==> src/rtl/ps2_move_decoder.sv <==
// ps2_move_decoder
// Turns the PS/2 scan-code set 2 byte stream into buffered, de-duplicated
// player-move tokens. It handles the make, break and extended (0xE0)
// sequences. Typematic repeats of the currently held key are dropped.
// Each accepted move is queued in a small circular FIFO. The consumer
// drains the FIFO through a valid/ready handshake.
//
// Configuration macro: PS2_MOVE_WASD_EN
//   defined   - non-extended W/S/A/D make codes are also moves
//   undefined - only the extended arrow keys produce moves
//
// Ports:
//   CLOCK_50        in   system clock, rising edge
//   resetn          in   synchronous active-low reset
//   ps2_key_pressed in   one-cycle strobe qualifying ps2_key_data
//   ps2_key_data    in   received PS/2 byte
//   flush           in   clears FIFO, held key and partial sequence (not overflow)
//   move_ready      in   consumer takes the head token this cycle
//   move_valid      out  FIFO non-empty
//   move_dir        out  head token: 00 up, 01 down, 10 left, 11 right
//   start_pulse     out  one-cycle pulse on an Enter make code (0x5A)
//   fifo_count      out  number of occupied FIFO entries
//   overflow        out  sticky, set when a token is dropped on a full FIFO
module ps2_move_decoder #(
    parameter int DEPTH_LOG2 = 2
) (
    input  logic                  CLOCK_50,
    input  logic                  resetn,
    input  logic                  ps2_key_pressed,
    input  logic [7:0]            ps2_key_data,
    input  logic                  flush,
    input  logic                  move_ready,
    output logic                  move_valid,
    output logic [1:0]            move_dir,
    output logic                  start_pulse,
    output logic [DEPTH_LOG2:0]   fifo_count,
    output logic                  overflow
);

    localparam int DEPTH = 1 << DEPTH_LOG2;
    localparam logic [DEPTH_LOG2-1:0] PTR_ONE    = DEPTH_LOG2'(1);
    localparam logic [DEPTH_LOG2:0]   CNT_ONE    = (DEPTH_LOG2 + 1)'(1);
    localparam logic [DEPTH_LOG2:0]   CNT_ZERO   = (DEPTH_LOG2 + 1)'(0);
    localparam logic [DEPTH_LOG2:0]   FULL_COUNT = (DEPTH_LOG2 + 1)'(DEPTH);

    typedef enum logic [1:0] {
        S_IDLE    = 2'b00,
        S_EXT     = 2'b01,
        S_BRK     = 2'b10,
        S_EXT_BRK = 2'b11
    } state_t;

    // Returns {hit, dir} for an extended arrow-key code.
    function automatic logic [2:0] arrow_lookup(input logic [7:0] code);
        case (code)
            8'h75:   return 3'b100;
            8'h72:   return 3'b101;
            8'h6B:   return 3'b110;
            8'h74:   return 3'b111;
            default: return 3'b000;
        endcase
    endfunction

`ifdef PS2_MOVE_WASD_EN
    // Returns {hit, dir} for a non-extended W/S/A/D code.
    function automatic logic [2:0] wasd_lookup(input logic [7:0] code);
        case (code)
            8'h1D:   return 3'b100;
            8'h1B:   return 3'b101;
            8'h1C:   return 3'b110;
            8'h23:   return 3'b111;
            default: return 3'b000;
        endcase
    endfunction
`endif

    state_t                r_state, w_state_nxt;
    logic                  r_held_valid, w_held_valid;
    logic                  r_held_ext, w_held_ext;
    logic [7:0]            r_held_code, w_held_code;
    logic                  r_push_req, w_push;
    logic [1:0]            r_push_dir, w_push_dir;
    logic                  r_start, w_start;
    logic                  w_make, w_make_ext;
    logic [1:0]            w_make_dir;
    logic [2:0]            w_lookup;

    logic [1:0]            r_mem [DEPTH];
    logic [DEPTH_LOG2-1:0] r_wr_ptr, r_rd_ptr;
    logic [DEPTH_LOG2:0]   r_count;
    logic                  r_overflow;
    logic                  w_pop, w_full, w_wr, w_drop;

    // Decoder next-state, make-code detection and held-key filtering
    always_comb begin
        w_state_nxt  = r_state;
        w_held_valid = r_held_valid;
        w_held_ext   = r_held_ext;
        w_held_code  = r_held_code;
        w_start      = 1'b0;
        w_make       = 1'b0;
        w_make_ext   = 1'b0;
        w_make_dir   = 2'b00;
        w_lookup     = 3'b000;
        w_push       = 1'b0;
        w_push_dir   = 2'b00;

        if (ps2_key_pressed) begin
            case (r_state)
                S_IDLE: begin
                    if (ps2_key_data == 8'hE0) begin
                        w_state_nxt = S_EXT;
                    end else if (ps2_key_data == 8'hF0) begin
                        w_state_nxt = S_BRK;
                    end else if (ps2_key_data == 8'h5A) begin
                        w_start = 1'b1;
                    end else begin
`ifdef PS2_MOVE_WASD_EN
                        w_lookup   = wasd_lookup(ps2_key_data);
                        w_make     = w_lookup[2];
                        w_make_dir = w_lookup[1:0];
`else
                        w_make     = 1'b0;
`endif
                    end
                end
                S_EXT: begin
                    if (ps2_key_data == 8'hF0) begin
                        w_state_nxt = S_EXT_BRK;
                    end else begin
                        w_state_nxt = S_IDLE;
                        w_lookup    = arrow_lookup(ps2_key_data);
                        w_make      = w_lookup[2];
                        w_make_ext  = 1'b1;
                        w_make_dir  = w_lookup[1:0];
                    end
                end
                S_BRK, S_EXT_BRK: begin
                    // Releasing the held key re-arms it. Releases of other keys are ignored.
                    w_state_nxt = S_IDLE;
                    if (r_held_valid && (r_held_ext == (r_state == S_EXT_BRK)) &&
                        (r_held_code == ps2_key_data)) begin
                        w_held_valid = 1'b0;
                    end else begin
                        w_held_valid = r_held_valid;
                    end
                end
                default: begin
                    w_state_nxt = S_IDLE;
                end
            endcase
        end else begin
            w_state_nxt = r_state;
        end

        // A make code for the key already held is a typematic repeat.
        if (w_make && !(r_held_valid && (r_held_ext == w_make_ext) &&
                        (r_held_code == ps2_key_data))) begin
            w_push       = 1'b1;
            w_push_dir   = w_make_dir;
            w_held_valid = 1'b1;
            w_held_ext   = w_make_ext;
            w_held_code  = ps2_key_data;
        end else begin
            w_push       = 1'b0;
        end
    end

    // Decoder state, held key and the staged push/start strobes
    always_ff @(posedge CLOCK_50) begin
        if (!resetn) begin
            r_state      <= S_IDLE;
            r_held_valid <= 1'b0;
            r_held_ext   <= 1'b0;
            r_held_code  <= 8'h00;
            r_push_req   <= 1'b0;
            r_push_dir   <= 2'b00;
            r_start      <= 1'b0;
        end else if (flush) begin
            r_state      <= S_IDLE;
            r_held_valid <= 1'b0;
            r_held_ext   <= 1'b0;
            r_held_code  <= 8'h00;
            r_push_req   <= 1'b0;
            r_push_dir   <= 2'b00;
            r_start      <= 1'b0;
        end else begin
            r_state      <= w_state_nxt;
            r_held_valid <= w_held_valid;
            r_held_ext   <= w_held_ext;
            r_held_code  <= w_held_code;
            r_push_req   <= w_push;
            r_push_dir   <= w_push_dir;
            r_start      <= w_start;
        end
    end

    assign w_full = (r_count == FULL_COUNT);
    assign w_pop  = move_valid & move_ready;
    // Writing into a full FIFO is allowed when the head leaves the same cycle.
    assign w_wr   = r_push_req & (~w_full | w_pop);
    assign w_drop = r_push_req & w_full & ~w_pop;

    // FIFO pointers, occupancy and sticky overflow flag
    always_ff @(posedge CLOCK_50) begin
        if (!resetn) begin
            r_wr_ptr   <= '0;
            r_rd_ptr   <= '0;
            r_count    <= CNT_ZERO;
            r_overflow <= 1'b0;
        end else if (flush) begin
            r_wr_ptr   <= '0;
            r_rd_ptr   <= '0;
            r_count    <= CNT_ZERO;
            r_overflow <= r_overflow;
        end else begin
            if (w_wr) r_wr_ptr <= r_wr_ptr + PTR_ONE;
            else      r_wr_ptr <= r_wr_ptr;
            if (w_pop) r_rd_ptr <= r_rd_ptr + PTR_ONE;
            else       r_rd_ptr <= r_rd_ptr;
            case ({w_wr, w_pop})
                2'b10:   r_count <= r_count + CNT_ONE;
                2'b01:   r_count <= r_count - CNT_ONE;
                default: r_count <= r_count;
            endcase
            r_overflow <= r_overflow | w_drop;
        end
    end

    // FIFO storage
    always_ff @(posedge CLOCK_50) begin
        if (!resetn) begin
            for (int i = 0; i < DEPTH; i++) r_mem[i] <= 2'b00;
        end else if (!flush && w_wr) begin
            r_mem[r_wr_ptr] <= r_push_dir;
        end else begin
            r_mem[r_wr_ptr] <= r_mem[r_wr_ptr];
        end
    end

    assign move_valid  = (r_count != CNT_ZERO);
    assign move_dir    = r_mem[r_rd_ptr];
    assign fifo_count  = r_count;
    assign overflow    = r_overflow;
    assign start_pulse = r_start;

endmodule

==> config.mk <==
export PLATFORM = sky130hd
export DESIGN_NAME = ps2_move_decoder
export DESIGN_NICKNAME = d
export VERILOG_FILES = /design/src/rtl/ps2_move_decoder.sv
export SDC_FILE = /design/constraint.sdc
export NUM_CORES = 1
export LEC_CHECK = 0
export CORE_UTILIZATION = 45
export DETAILED_ROUTE_END_ITERATION = 8
export PLACE_DENSITY = 0.67
export SETUP_SLACK_MARGIN = 0.1
export SLEW_MARGIN = 40
export SYNTH_ARGS = -nofsm -noshare
export SYNTH_HDL_FRONTEND = slang
export SYNTH_SLANG_ARGS = --single-unit
==> constraint.sdc <==
create_clock -name CLOCK_50 -period 7.1 [get_ports CLOCK_50]
set_input_delay 1.42 -clock CLOCK_50 [delete_from_list [all_inputs] [get_ports CLOCK_50]]
set_output_delay 1.42 -clock CLOCK_50 [all_outputs]
set_load 0.005 [all_outputs]
==> results.ini <==
[run_status]
status=complete, no violations

[yosys]
avgSynthCellArea_um2=9.93
yosys_warnings=0
ys_seq_area_share_pct=47.6
synthMostInstantiatedCell=dfxtp_1
synth_top_area_share_pct=32.6
synthFlopType=dfxtp_1
synth_top_cell_by_area=dfxtp_1
synth_commonest_cells=dfxtp_1, nor2_1, xor2_1
synth_edf_count=8
async_flop_share_pct=0
syn_area_mm2=0.00160
synth_cells=161
ys_ff_latch=34
synth_fp_nets=176
synth_cell_types=43
synth_area_leaders=dfxtp_1, edfxtp_1, xor2_1, nor2_1, mux4_2

[sta]
post-route-period-util_pct=49.5
fin_setup_tns_ns=0
slew_headroom_pct=53.4
worst_slack_ns=3.59
worst_pin_slew_ns=0.698
finalClockSkew_ns=0.0113
rsz0062_at_grt=false
drv_slew=0
finalSetupViolCount=0
finalCriticalPeriod_ns=3.51
hold_viol=0
max_freq_mhz=285

[routing]
vias=1247
ant_nets=0
vias_per_cell=5.40
drt_iter0_drc=41
first_pass_iters=4
drc=0
wirelength_um=3140
wire_per_inst_um=13.6

[power]
power.density_mw_per_mm2=171
peakVddDrop_mv=0.0939
p_leak_nw=0.671

[critical_path]
r2r-end=fifo_count[2]
cp.required_ns=7.36
cp.arrival_ns=3.77
reg2reg_slack_ns=4.67
ff2ff_path_depth=8
crit_type=input port to flop
critPathLaunchType=input port
reg2reg_from=fifo_count[0]
cp-end-kind=flop
crit_fanout=5

[global_routing]
grt.busiest_layer=met2
antenna_found_initial=0
grt-ovfl-total=0
grt_max_degree=19
met1_usage_pct=20.3
global_route.usage.met2_pct=32.6
grtUsageTotal_pct=19.1
grt_first_pass_wirelength_um=5070
grt_pass1_vias=1200
met3_usage_pct=5.88

[die]
io-pin-count=21
die_h_um=61.6
die_w_um=61.6
rows=21
start_util_pct=47.5
placeableCoreArea_mm2=0.00336
die_area_mm2=0.00380

[final_layout]
synthToLayoutAreaGrowth_pct=17.8
antenna_cells=0
nNetsFinal=199
final_layout_size_suffix_gt1_share_pct=9.73

[clocking]
post_cts_resized=0
cts_root_buf=clkbuf_4
clock_sinks=34
h-tree-depth=2
ctsHoldBuffers=0
tritoncts=done
clk_latency_ns=0.34
cts.reportedPaths.clkPinSlew_ns=0.10
cts_setup_buffers=0
clockBufferDepth=2
cts_buffers=5

[flow_run]
maxCapViolCount=0

[place]
numPortBuffers=20
dp_hpwl_um=2360
place_ws_ns=3.24
gp_congestion=0.847

[worst_hold_path]
min_path_cells=2
hp-start=r_held_valid
hold_class=flop to flop
hold_end=r_held_valid

-- report_power, final --
group | total [mW] | switching (mW) | internal [mW] | leakage, nW
registers | 0.200 | 0.000523 | 0.199 | 0.289
clock network | 0.100 | 0.0631 | 0.0371 | 0.0297
logic | 0.0230 | 0.0119 | 0.0111 | 0.353
-- layer usage --
layer	vias up	routed length [um]	share of wire (%)
met5	-	0	0
met4	0	100	3.2
met3	11	150	4.8
met2	39	1590	51
met1	583	1300	41
li1	614	-	-
-- sequential cells by signal, indices dropped and copies added, names as in the netlist, 2 cells and up, named ones only --
signal / flops
r_state: 2
r_wr_ptr: 2
r_held_code: 8
fifo_count: 3
r_rd_ptr: 2
r_push_dir: 2
r_mem: 8
-- cell usage in the layout, fill, tap and decap left out, types with 4 or more instances in the layout --
cell type,n
nand4_1,4
nor2_1,20
nand3_1,7
nor4_1,4
a21oi_1,8
o21ai_0,6
clkdlybuf4s50_1,20
edfxtp_1,8
dfxtp_1,26
xor2_1,13
inv_1,6
nand2_1,9
clkbuf_4,5
-- critical path, stage by stage --
cell and delay, ns:
clkdlybuf4s50_1 0.41, or4b_1 0.57, nand2_1 0.15, ha_1 0.18, inv_1 0.06, fa_1 0.37, xor2_1 0.15, or3_1 0.30
a21oi_1 0.15
-- metrics by stage --
stage | area (um^2) | hold WS, ns | cells | total power, mW | utilization [%]
2_1_floorplan | 1600 | 0.460 | 161 | 0.215 | -
3_3_place_gp | 1830 | 0.451 | 223 | 0.227 | 54.5
3_5_place_dp | 1830 | 0.484 | 223 | 0.227 | 54.5
4_1_cts | 1880 | 0.501 | 231 | 0.327 | 56.0
5_1_grt | 1880 | 0.526 | 231 | 0.337 | 56.0
6_report | 1880 | 0.503 | 231 | 0.323 | 56.0
-- worst max-delay path by stage --
stage,startpoint,endpoint,slack (ns),cells after the start
after floorplan,move_ready,fifo_count[2],3.79,8
after global placement,move_ready,fifo_count[2],3.32,9
after detailed placement,move_ready,fifo_count[2],3.24,9
after CTS,move_ready,fifo_count[2],3.59,9
after global routing,move_ready,fifo_count[2],3.48,9
final,move_ready,fifo_count[2],3.59,9
-- cells by family after synthesis --
| kind of cell | count (synthesis) | synth area share [%] |
|---|---|---|
| and+or+nand+nor | 73 | 25.6 |
| DFF | 34 | 47.6 |
| AOI/OAI and AO/OA | 25 | 11.0 |
| xor gates and xnor gates | 15 | 8.22 |
| buffers and inverters | 10 | 2.82 |
| muxes | 2 | 2.82 |
| adders and majority gates | 2 | 2.03 |
-- cell type report --
class / count / area, um^2
clock buffers: 6 / 41.3
clock inverters: 2 / 8.76
fillers: 322 / 1480
inverters: 6 / 22.5
multi-input cells: 117 / 793
flip-flops and latches: 34 / 761
well taps: 46 / 57.6
repair buffers: 20 / 200
Note: power is estimated with default switching activity, not from simulation.
